$ cat src/rtl/im2col_addr_gen_pkg.sv
// Shared types and constants for the im2col read-address generator.
package im2col_addr_gen_pkg;

  localparam int unsigned ADDR_W_DEF = 14;
  localparam int unsigned VEC_W_DEF  = 10;
  localparam int unsigned MAX_FILTER = 7;
  localparam int unsigned FILTER_W   = $clog2(MAX_FILTER + 1);

  // Odometer geometry: level 0 = kx (innermost) ... level 4 = oy (outermost).
  localparam int unsigned LEVELS = 5;
  localparam int unsigned CNT_W  = 10;

  typedef enum logic [1:0] {
    ST_IDLE = 2'd0,
    ST_RUN  = 2'd1,
    ST_DONE = 2'd2
  } state_t;

endpackage

$ cat src/rtl/im2col_addr_gen_if.sv
// Address stream from the im2col generator to the CSC encoder / GLB read port.
interface im2col_addr_gen_if
  import im2col_addr_gen_pkg::*;
#(
  parameter int unsigned ADDR_W = ADDR_W_DEF,
  parameter int unsigned VEC_W  = VEC_W_DEF
);
  logic [ADDR_W-1:0] addr;
  logic [VEC_W-1:0]  vec_idx;
  logic              last_in_vec;
  logic              last;
  logic              addr_valid;
  logic              addr_ready;

  modport master (output addr, vec_idx, last_in_vec, last, addr_valid, input addr_ready);
  modport slave  (input addr, vec_idx, last_in_vec, last, addr_valid, output addr_ready);
endinterface

$ cat src/rtl/im2col_nested_counter.sv
// Five-level odometer (kx, ky, ch, ox, oy); bounds latched on load, per-level
// registered at-max flags double as the wrap indication for the next advance.
module im2col_nested_counter
  import im2col_addr_gen_pkg::*;
(
  input  logic                         clock,
  input  logic                         reset,
  input  logic                         load,
  input  logic                         advance,
  input  logic [LEVELS-1:0][CNT_W-1:0] bound,
  output logic [LEVELS-1:0]            at_max
);

  logic [LEVELS-1:0][CNT_W-1:0] cnt;
  logic [LEVELS-1:0][CNT_W-1:0] bound_q;
  logic [LEVELS-1:0]            carry;

  always_comb begin
    carry    = '0;
    carry[0] = 1'b1;
    for (int unsigned i = 1; i < LEVELS; i++) begin
      carry[i] = carry[i-1] & at_max[i-1];
    end
  end

  // at_max is looked ahead one step so it is valid in the same cycle as the count.
  always_ff @(posedge clock or negedge reset) begin
    if (!reset) begin
      cnt     <= '0;
      bound_q <= '0;
      at_max  <= '0;
    end else if (load) begin
      bound_q <= bound;
      cnt     <= '0;
      for (int unsigned i = 0; i < LEVELS; i++) begin
        at_max[i] <= (bound[i] == CNT_W'(1));
      end
    end else if (advance) begin
      for (int unsigned i = 0; i < LEVELS; i++) begin
        if (carry[i]) begin
          if (at_max[i]) begin
            cnt[i]    <= '0;
            at_max[i] <= (bound_q[i] == CNT_W'(1));
          end else begin
            cnt[i]    <= cnt[i] + CNT_W'(1);
            at_max[i] <= (({1'b0, cnt[i]} + (CNT_W+1)'(2)) == {1'b0, bound_q[i]});
          end
        end
      end
    end
  end

endmodule

$ cat src/rtl/im2col_addr_gen.sv
// Sequential im2col ifmap read-address generator (oy, ox, ch, ky, kx loop order).
// Optional IM2COL_STALL_CNT_EN adds a saturating stall_cnt output.
module im2col_addr_gen
  import im2col_addr_gen_pkg::*;
#(
  parameter int unsigned ADDR_W = ADDR_W_DEF,
  parameter int unsigned VEC_W  = VEC_W_DEF
)(
  input  logic                clock,
  input  logic                reset,
  input  logic                start,
  input  logic [9:0]          ifmap_len,
  input  logic [4:0]          ofmap_size,
  input  logic [FILTER_W-1:0] filter_size,
  input  logic [9:0]          channels,
  input  logic [ADDR_W-1:0]   ch_stride,
  input  logic [ADDR_W-1:0]   base_addr,
  im2col_addr_gen_if.master   stream,
  output logic                busy,
  output logic                done
`ifdef IM2COL_STALL_CNT_EN
  ,
  output logic [15:0]         stall_cnt
`endif
);

  state_t state_q, state_d;

  logic [ADDR_W-1:0] len_q, stride_q;
  logic [ADDR_W-1:0] oy_ptr, vec_ptr, ch_ptr, row_ptr, addr_q;
  logic [ADDR_W-1:0] oy_n, vec_n, ch_n, row_n, addr_n;
  logic [VEC_W-1:0]  idx_q, idx_n;
  logic              valid_q;

  logic [LEVELS-1:0]            at_max;
  logic [LEVELS-1:0][CNT_W-1:0] bound;
  logic                         accept, degenerate, xfer, last_beat, liv;

  assign degenerate = (ofmap_size == '0) || (filter_size == '0) || (channels == '0);
  assign accept     = (state_q == ST_IDLE) && start;
  assign xfer       = valid_q && stream.addr_ready;
  assign last_beat  = &at_max;
  assign bound      = {CNT_W'(ofmap_size), CNT_W'(ofmap_size), CNT_W'(channels),
                       CNT_W'(filter_size), CNT_W'(filter_size)};

  im2col_nested_counter u_counter (
    .clock   (clock),
    .reset   (reset),
    .load    (accept),
    .advance (xfer),
    .bound   (bound),
    .at_max  (at_max)
  );

  always_ff @(posedge clock or negedge reset) begin
    if (!reset) state_q <= ST_IDLE;
    else        state_q <= state_d;
  end

  always_comb begin
    state_d = state_q;
    unique case (state_q)
      ST_IDLE: if (start) state_d = degenerate ? ST_DONE : ST_RUN;
      ST_RUN:  if (xfer && last_beat) state_d = ST_DONE;
      ST_DONE: state_d = ST_IDLE;
      default: state_d = ST_IDLE;
    endcase
  end

  // Each pointer holds the address of its loop's origin; the lowest level that
  // does not wrap advances, and every finer pointer restarts from it.
  always_comb begin
    oy_n   = oy_ptr;
    vec_n  = vec_ptr;
    ch_n   = ch_ptr;
    row_n  = row_ptr;
    addr_n = addr_q;
    idx_n  = idx_q;
    if (!at_max[0]) begin
      addr_n = addr_q + ADDR_W'(1);
    end else if (!at_max[1]) begin
      row_n  = row_ptr + len_q;
      addr_n = row_n;
    end else if (!at_max[2]) begin
      ch_n   = ch_ptr + stride_q;
      row_n  = ch_n;
      addr_n = ch_n;
    end else if (!at_max[3]) begin
      vec_n  = vec_ptr + ADDR_W'(1);
      ch_n   = vec_n;
      row_n  = vec_n;
      addr_n = vec_n;
      idx_n  = idx_q + VEC_W'(1);
    end else begin
      oy_n   = oy_ptr + len_q;
      vec_n  = oy_n;
      ch_n   = oy_n;
      row_n  = oy_n;
      addr_n = oy_n;
      idx_n  = idx_q + VEC_W'(1);
    end
  end

  always_ff @(posedge clock or negedge reset) begin
    if (!reset) begin
      len_q    <= '0;
      stride_q <= '0;
      oy_ptr   <= '0;
      vec_ptr  <= '0;
      ch_ptr   <= '0;
      row_ptr  <= '0;
      addr_q   <= '0;
      idx_q    <= '0;
      valid_q  <= 1'b0;
      busy     <= 1'b0;
      done     <= 1'b0;
    end else begin
      busy <= (state_d == ST_RUN);
      done <= (state_d == ST_DONE);
      if (accept) begin
        len_q    <= ADDR_W'(ifmap_len);
        stride_q <= ch_stride;
        oy_ptr   <= base_addr;
        vec_ptr  <= base_addr;
        ch_ptr   <= base_addr;
        row_ptr  <= base_addr;
        addr_q   <= base_addr;
        idx_q    <= '0;
        valid_q  <= !degenerate;
      end else if (xfer) begin
        if (last_beat) begin
          valid_q <= 1'b0;
        end else begin
          oy_ptr  <= oy_n;
          vec_ptr <= vec_n;
          ch_ptr  <= ch_n;
          row_ptr <= row_n;
          addr_q  <= addr_n;
          idx_q   <= idx_n;
        end
      end
    end
  end

  assign liv                = valid_q && (&at_max[2:0]);
  assign stream.addr        = addr_q;
  assign stream.vec_idx     = idx_q;
  assign stream.addr_valid  = valid_q;
  assign stream.last_in_vec = liv;
  assign stream.last        = liv && (&at_max[4:3]);

`ifdef IM2COL_STALL_CNT_EN
  always_ff @(posedge clock or negedge reset) begin
    if (!reset) begin
      stall_cnt <= '0;
    end else if (accept) begin
      stall_cnt <= '0;
    end else if (valid_q && !stream.addr_ready && (stall_cnt != '1)) begin
      stall_cnt <= stall_cnt + 16'd1;
    end
  end
`endif

endmodule

$ cat src/flat_wrapper.sv
// flat-port wrapper written by rule: the top's interface ports become plain ports
module im2col_addr_gen_flat import im2col_addr_gen_pkg::*;
#(
  parameter int unsigned ADDR_W = ADDR_W_DEF,
  parameter int unsigned VEC_W  = VEC_W_DEF
)
  (clock, reset, start, ifmap_len, ofmap_size, filter_size, channels, ch_stride, base_addr, busy, done, stream_addr, stream_vec_idx, stream_last_in_vec, stream_last, stream_addr_valid, stream_addr_ready);
  im2col_addr_gen_if #(.ADDR_W(ADDR_W), .VEC_W(VEC_W)) stream_i ();
  input  logic clock;
  input  logic reset;
  input  logic start;
  input  logic [9:0] ifmap_len;
  input  logic [4:0] ofmap_size;
  input  logic [FILTER_W-1:0] filter_size;
  input  logic [9:0] channels;
  input  logic [ADDR_W-1:0] ch_stride;
  input  logic [ADDR_W-1:0] base_addr;
  output logic busy;
  output logic done;
  output wire logic [$bits(stream_i.addr)-1:0] stream_addr;
  output wire logic [$bits(stream_i.vec_idx)-1:0] stream_vec_idx;
  output wire logic [$bits(stream_i.last_in_vec)-1:0] stream_last_in_vec;
  output wire logic [$bits(stream_i.last)-1:0] stream_last;
  output wire logic [$bits(stream_i.addr_valid)-1:0] stream_addr_valid;
  input wire logic [$bits(stream_i.addr_ready)-1:0] stream_addr_ready;
  assign stream_addr = stream_i.addr;
  assign stream_vec_idx = stream_i.vec_idx;
  assign stream_last_in_vec = stream_i.last_in_vec;
  assign stream_last = stream_i.last;
  assign stream_addr_valid = stream_i.addr_valid;
  assign stream_i.addr_ready = stream_addr_ready;
  im2col_addr_gen #(.ADDR_W(ADDR_W), .VEC_W(VEC_W)) u_core (.clock(clock), .reset(reset), .start(start), .ifmap_len(ifmap_len), .ofmap_size(ofmap_size), .filter_size(filter_size), .channels(channels), .ch_stride(ch_stride), .base_addr(base_addr), .stream(stream_i), .busy(busy), .done(done));
endmodule
$ cat config.mk
export PLATFORM = sky130hd
export DESIGN_NAME = im2col_addr_gen_flat
export DESIGN_NICKNAME = d
export VERILOG_FILES = /design/src/rtl/im2col_addr_gen_pkg.sv /design/src/rtl/im2col_addr_gen_if.sv /design/src/rtl/im2col_nested_counter.sv /design/src/rtl/im2col_addr_gen.sv /design/src/flat_wrapper.sv
export SDC_FILE = /design/constraint.sdc
export NUM_CORES = 1
export LEC_CHECK = 0
export BUFFER_PORTS_ARGS = -buffer_cell sky130_fd_sc_hd__buf_4
export CAP_MARGIN = 20
export CORE_ASPECT_RATIO = 0.6
export CORE_MARGIN = 2
export CORE_UTILIZATION = 55
export CTS_CLUSTER_SIZE = 40
export DETAILED_ROUTE_END_ITERATION = 8
export HOLD_SLACK_MARGIN = 0.1
export PLACE_DENSITY = 0.77
export SKIP_CTS_REPAIR_TIMING = 1
export SYNTH_ARGS = -nofsm -noshare
export SYNTH_HDL_FRONTEND = slang
export SYNTH_SLANG_ARGS = --single-unit
$ cat constraint.sdc
create_clock -name clock -period 2.51 [get_ports clock]
set_input_delay 0.251 -clock clock [delete_from_list [all_inputs] [get_ports clock]]
set_output_delay 0.251 -clock clock [all_outputs]
set_load 0.01 [all_outputs]
**Yosys cells after proc, flatten, opt, wreduce, memory -nomap -nowiden**

Cells that the tools add are included.

- $add $sub $neg: 16
- Eq/ne operators: 15
- Muxes and demuxes: 64
- Bitwise operators: 3
- Reduce and logical (&&, ||, !) cells: 34

Operators with widths:

| cell | number |
|---|---|
| 2-to-1 mux 14 bit | 29 |
| 2-to-1 mux 10 bit | 15 |
| 2-to-1 mux 50 bit | 2 |
| adder 10 x 1 -> 10 bit (second input constant) | 6 |
| adder 10 x 2 -> 11 bit (second input constant) | 5 |
| adder 14 x 1 -> 14 bit (second input constant) | 2 |
| adder 14 x 10 -> 14 bit | 2 |
| equality test 11 x 3 -> 1 bit | 2 |
| equality test 11 x 5 -> 1 bit | 2 |
| equality test 10 x 1 -> 1 bit (second input constant) | 2 |
| nonzero test 2 bit | 9 |
| adder 14 bit | 1 |
| AND reduction 2 bit | 7 |
| 2-to-1 mux 1 bit | 12 |
| equality test 11 x 10 -> 1 bit | 1 |
| equality test 5 x 1 -> 1 bit (second input constant) | 2 |
| logical NOT 10 bit | 1 |
| 2-to-1 mux 5 bit | 2 |
| AND reduction 5 bit | 2 |
| equality test 3 x 1 -> 1 bit (second input constant) | 2 |
| 2-to-1 mux 2 bit | 3 |
| AND reduction 3 bit | 2 |
| AND reduction 6 bit | 1 |
| logical AND 1 bit | 5 |
| 11 further kinds | 15 |

- Bits in registers: 182
- Input bits: 60
- Output and inout port bits: 29
- Logic and storage cells: 157

**Longest topological paths before layout**

- Depth after elaboration: 8
- Gate-level depth with buffers: 10
- Mapped depth without buffers: 10

**Hierarchy**

A second synthesis with hierarchy kept.

- Cells, all modules: 1607
- Area total of the unflattened synthesis: 13898.3 um2

Modules (own cells, without submodules):

| module | times used | cells an instance | area an instance (um2) | seq. area each (um2) |
|---|---|---|---|---|
| im2col_addr_gen | 1 | 901 | 7424.6 | 2727.6 |
| im2col_nested_counter | 1 | 706 | 6473.7 | 2627.5 |

**Worst setup path after synthesis**

No wires, ideal clock.

- Path kind: register to register
- From: register u_core.ch_ptr[0]
- To: register u_core.row_ptr[12]
- Setup time: 0.132 ns
- Data arrival time: 2.421 ns
- Data required time: 2.378 ns
- Path slack: -0.043 ns
- Cell stages (with the launch flop): 11
- Path buffers: 0
- Clock period less this slack: 2.553 ns
- Cell sequence: dfrtp_1 -> ha_1 -> fa_1 -> a211oi_1 -> o21ai_1 -> a31oi_1 -> nor3b_1 -> mux2i_1 -> o211ai_1 -> a221oi_1 -> nor2_1

- Word-level cells in the longest chain between the ends: 7

RTL lines:

| element | line | source |
|---|---|---|
| start: declaration | im2col_addr_gen.sv:30 | `logic [ADDR_W-1:0] oy_ptr, vec_ptr, ch_ptr, row_ptr, addr_q;` |
| start signal: assignment | im2col_addr_gen.sv:125 | `ch_ptr <= base_addr;` |
| start signal: assignment | im2col_addr_gen.sv:136 | `ch_ptr <= ch_n;` |
| adder 14 bit | im2col_addr_gen.sv:85 | `ch_n = ch_ptr + stride_q;` |
| 2-to-1 mux 14 bit | im2col_addr_gen.sv:84 | `end else if (!at_max[2]) begin` |
| 2-to-1 mux 14 bit | im2col_addr_gen.sv:81 | `end else if (!at_max[1]) begin` |
| 2-to-1 mux 14 bit | im2col_addr_gen.sv:79 | `if (!at_max[0]) begin` |
| 2-to-1 mux 14 bit | im2col_addr_gen.sv:131 | `if (last_beat) begin` |
| 2-to-1 mux 14 bit | im2col_addr_gen.sv:130 | `end else if (xfer) begin` |
| 2-to-1 mux 14 bit | im2col_addr_gen.sv:120 | `if (accept) begin` |
| end signal: assignment | im2col_addr_gen.sv:126 | `row_ptr <= base_addr;` |
| end signal: assignment | im2col_addr_gen.sv:137 | `row_ptr <= row_n;` |
| end: declaration | im2col_addr_gen.sv:30 |  |

No other way between the ends. The select of a mux whose other input is x is not followed.
A chain may end at the register's enable or synchronous reset.

**Final worst setup path**

- From: register u_core.oy_ptr[6]
- To: register u_core.row_ptr[11]

- Word-level cells in the longest chain between the ends: 8

RTL lines:

| element | line | source |
|---|---|---|
| start: declaration | im2col_addr_gen.sv:30 |  |
| start signal: assignment | im2col_addr_gen.sv:123 | `oy_ptr <= base_addr;` |
| start signal: assignment | im2col_addr_gen.sv:134 | `oy_ptr <= oy_n;` |
| adder 14 x 10 -> 14 bit | im2col_addr_gen.sv:95 | `oy_n = oy_ptr + len_q;` |
| 2-to-1 mux 14 bit | im2col_addr_gen.sv:88 | `end else if (!at_max[3]) begin` |
| 2-to-1 mux 14 bit | im2col_addr_gen.sv:84 |  |
| 2-to-1 mux 14 bit | im2col_addr_gen.sv:81 |  |
| 2-to-1 mux 14 bit | im2col_addr_gen.sv:79 |  |
| 2-to-1 mux 14 bit | im2col_addr_gen.sv:131 |  |
| 2-to-1 mux 14 bit | im2col_addr_gen.sv:130 |  |
| 2-to-1 mux 14 bit | im2col_addr_gen.sv:120 |  |

No other way between the ends. The select of a mux whose other input is x is not followed.

==> impl_metrics.env <==
export IMPL_grt_setup_unrepaired="yes"
export IMPL_worst_setup_path_type="reg2reg"
export IMPL_clock_tree_buffer_depth=2
export IMPL_worst_slew_margin_rel=0.613
export IMPL_die_w_um=191
export IMPL_ioPinCount=89
export IMPL_reg2reg_to="u_core.row_ptr[11]"
export IMPL_netSwitchingPower_mw=1.33
export IMPL_arrival_ps=2930
export IMPL_timing_hold_ws_ps=102
export IMPL_hold_start="base_addr[9]"
export IMPL_ys_seq_area_frac=0.393
export IMPL_final_layout_size_suffix_gt1_frac=0.174
export IMPL_ir_worst_vdd_mv=0.490
export IMPL_fin_area_sq_um=14500
export IMPL_syn2layout_area_growth_pct=25.2
export IMPL_worst_endpoint_required_ps=2840
export IMPL_synth_ff_type="sky130_fd_sc_hd__dfrtp_1"
export IMPL_dr_pass1_iterations=5
export IMPL_cp_cell_sequence="ha_2 > o211ai_1 > a21o_1 > a211oi_4 > mux2i_1 > a311o_1 > o22ai_1 > a31oi_1 > a221o_1"
export IMPL_clock_insertion_delay_worst_skew_ps=440
export IMPL_synth_seq_cells=182
export IMPL_hpwl_um=26400
export IMPL_die_area_sq_um=22300
export IMPL_finalHoldViolations=0
export IMPL_first_global_vias=10906
export IMPL_slew_at_the_pin_with_the_worst_max_slew_slack_ps=566
export IMPL_max_clock_freq_ghz=0.384
export IMPL_clock_tree_htree_level_count=4
export IMPL_final_cells=1901
export IMPL_global_route_wire_length_before_repair_um=56800
export IMPL_pwr_density_cell_nw_per_um2=424
export IMPL_internal_power_mw=4.82
export IMPL_placedCellCount=1820
export IMPL_layout_nets=1718
export IMPL_drtIter0Drc=1122
export IMPL_placement_io_buffers=88
export IMPL_worstReg2RegStart="u_core.oy_ptr[6]"
export IMPL_most_frequent_cells_in_the_layout="sky130_fd_sc_hd__nand2_1, sky130_fd_sc_hd__buf_4, sky130_fd_sc_hd__dfrtp_1"
export IMPL_timing_critical_path_max_delay_family="compound AO/OA/AOI/OAI gates"
export IMPL_synth_cell_area_sq_um=11600
export IMPL_crit_path_top_delay_cell="sky130_fd_sc_hd__dfrtp_1"
export IMPL_cts_tree="yes"
export IMPL_report_final_setup_viol=9
export IMPL_place_area_sq_um=13100
export IMPL_status="complete, but fails checks"
export IMPL_grt_util_all_layers=0.327
export IMPL_clock_transition_at_the_registers_of_the_reported_paths_ps=70
export IMPL_cts_num_sinks=182
export IMPL_power_share_of_the_clock_group=0.488
export IMPL_vias_after_detailed_routing=11773
export IMPL_drt_wirelength_per_cell_um=19.2
export IMPL_yosysUniqueCellTypes=75
export IMPL_count_of_maximum_capacitance_violations=0
export IMPL_synth_edf_count=0
export IMPL_timing_final_crit_share=1.04
export IMPL_violations="setup timing"
export IMPL_tritoncts_num_buffers=17
export IMPL_floorplan_initialDensity=0.556
export IMPL_critical_path_max_stage_delay_ps=390
export IMPL_synth_warnings=0
export IMPL_cp_buffers_inverters=0
export IMPL_drcViolationCount=0
export IMPL_timing_clock_skew_ps=9.66
export IMPL_worst_hold_path_type="in2reg"
export IMPL_design_core_area_sq_um=20800
export IMPL_critical_path_startpoint_type="register"
export IMPL_share_seq_of_total_power=0.477
export IMPL_timing_final_crit_period_ps=2600
export IMPL_min_delay_worst_endpoint="u_core.oy_ptr[9]"
export IMPL_final_max_slew_violation_count=0
export IMPL_power_switching_fraction=0.216
export IMPL_worst_r2r_path_depth=9
export IMPL_antenna_left=0
export IMPL_synth_async_reset_ratio=1.00
export IMPL_timing_critical_path_fanout_max=5
export IMPL_cts_root_buffer="sky130_fd_sc_hd__clkbuf_16"
export IMPL_setup_worst_path_end_class="register"
export IMPL_final_setup_tns_ps=-482
export IMPL_grt_antenna_before_repair=0
export IMPL_rrSetupSlack_ps=-90
export IMPL_leakage_nw=6.81
export IMPL_syn_num_nets=1525
export IMPL_fin_ws_ps=-91.7
export IMPL_grt_start_max_net_pins=56
export IMPL_gp_routability_congestion=0.961
export IMPL_post_drt_via_cell_ratio=6.19
export IMPL_postSynthCellCount=1416
export IMPL_routed_wirelength_um=36500
export IMPL_whs_path_cells=3
export IMPL_layout_cells_most_common="sky130_fd_sc_hd__nand2_1"
export IMPL_grt_overflow=0
export IMPL_share_comb_of_total_power=0.035
export IMPL_antenna_diode_count=0
export IMPL_syn_area_per_cell_sq_um=8.18
export IMPL_placement_rows=41
export IMPL_preCtsSetupSlack_ps=-226
export IMPL_vertical_extent_of_the_die_um=116
worst max path at each step:
stage	from	end	depth (start not counted)
2_1_floorplan	u_core.ch_ptr[0]	u_core.row_ptr[12]	10
3_3_place_gp	u_core.ch_ptr[0]	u_core.row_ptr[12]	11
3_5_place_dp	u_core.ch_ptr[0]	u_core.row_ptr[12]	11
4_1_cts	u_core.ch_ptr[0]	u_core.row_ptr[12]	11
5_1_grt	u_core.stride_q[0]	u_core.row_ptr[12]	11
6_report	u_core.oy_ptr[6]	u_core.row_ptr[11]	9
cells in the mapped netlist (19+ instances only):
| cell | number | area [sq um] |
|---|---|---|
| sky130_fd_sc_hd__nand2_1 | 256 | 961 |
| sky130_fd_sc_hd__xnor2_1 | 48 | 420 |
| sky130_fd_sc_hd__nand4_1 | 25 | 156 |
| sky130_fd_sc_hd__nor2_1 | 165 | 619 |
| sky130_fd_sc_hd__o21ai_0 | 105 | 526 |
| sky130_fd_sc_hd__nor3_1 | 29 | 145 |
| sky130_fd_sc_hd__ha_1 | 46 | 576 |
| sky130_fd_sc_hd__a211oi_1 | 19 | 143 |
| sky130_fd_sc_hd__a21oi_1 | 94 | 470 |
| sky130_fd_sc_hd__dfrtp_1 | 182 | 4550 |
| sky130_fd_sc_hd__a31oi_1 | 29 | 181 |
| sky130_fd_sc_hd__xor2_1 | 42 | 368 |
| sky130_fd_sc_hd__inv_1 | 21 | 78.8 |
| sky130_fd_sc_hd__o21ai_1 | 21 | 105 |
| sky130_fd_sc_hd__nand3_1 | 49 | 245 |
| sky130_fd_sc_hd__clkbuf_1 | 30 | 113 |
per-layer routing:
layer  global-route usage  wire (um)  vias to the layer above
met4                0.111        806                        0
met3               0.0727       3500                       73
met5                    0          0                        -
met2                0.476      15700                      590
met1                0.483      16500                     5650
li1                     -          -                     5460
power groups by stage:
stage | Combinational, mW | Sequential (mW) | Clock [mW]
floorplan | 0.00529 | 2.99 | 0
global placement | 0.166 | 2.99 | 0
detailed placement | 0.167 | 2.99 | 0
CTS | 0.168 | 2.93 | 3.02
global route | 0.239 | 2.93 | 3.14
finish | 0.216 | 2.93 | 3.00
worst register-to-register path, delay by kind of cell, from the launching register on:
kind | cells | cell delay (ps)
AOI/OAI and AO/OA | 7 | 1600
adders and majority gates | 1 | 390
DFF | 1 | 390
muxes | 1 | 110
sequential cells by signal, summed over array words and instances, names as in the netlist, 14 cells and up:
| name | count |
|---|---|
| u_core.u_counter.cnt | 50 |
| u_core.stream.addr | 14 |
| u_core.vec_ptr | 14 |
| u_core.oy_ptr | 14 |
| u_core.row_ptr | 14 |
| u_core.u_counter.bound_q | 18 |
| u_core.ch_ptr | 14 |
| u_core.stride_q | 14 |
cells by family (layout without fill, tap and decap cells):
group / Yosys count / in the layout / synth area share
AND/OR/NAND/NOR: 603 / 603 / 0.229
AO/OA/AOI/OAI: 396 / 396 / 0.214
flip-flops: 182 / 182 / 0.393
XOR/XNOR: 90 / 90 / 0.0680
buffers and inverters: 82 / 288 / 0.0284
adder cells (fa/ha/maj): 49 / 49 / 0.0549
multiplexers: 14 / 14 / 0.0126
cell type report:
class | count | area (sq um)
clock buffer | 21 | 480
clock inverter | 11 | 171
fill | 1698 | 6320
inverter | 22 | 82.6
multi-input combinational | 1152 | 6930
sequential | 182 | 4560
tap | 279 | 349
timing repair buffer | 234 | 1940
stage by stage:
stage / util / total power, mW
floorplan: - / 2.99
global placement: 0.631 / 3.15
detailed placement: 0.631 / 3.15
CTS: 0.663 / 6.12
global route: 0.696 / 6.31
finish: 0.696 / 6.15
Note: power is estimated with default switching activity, not from simulation.
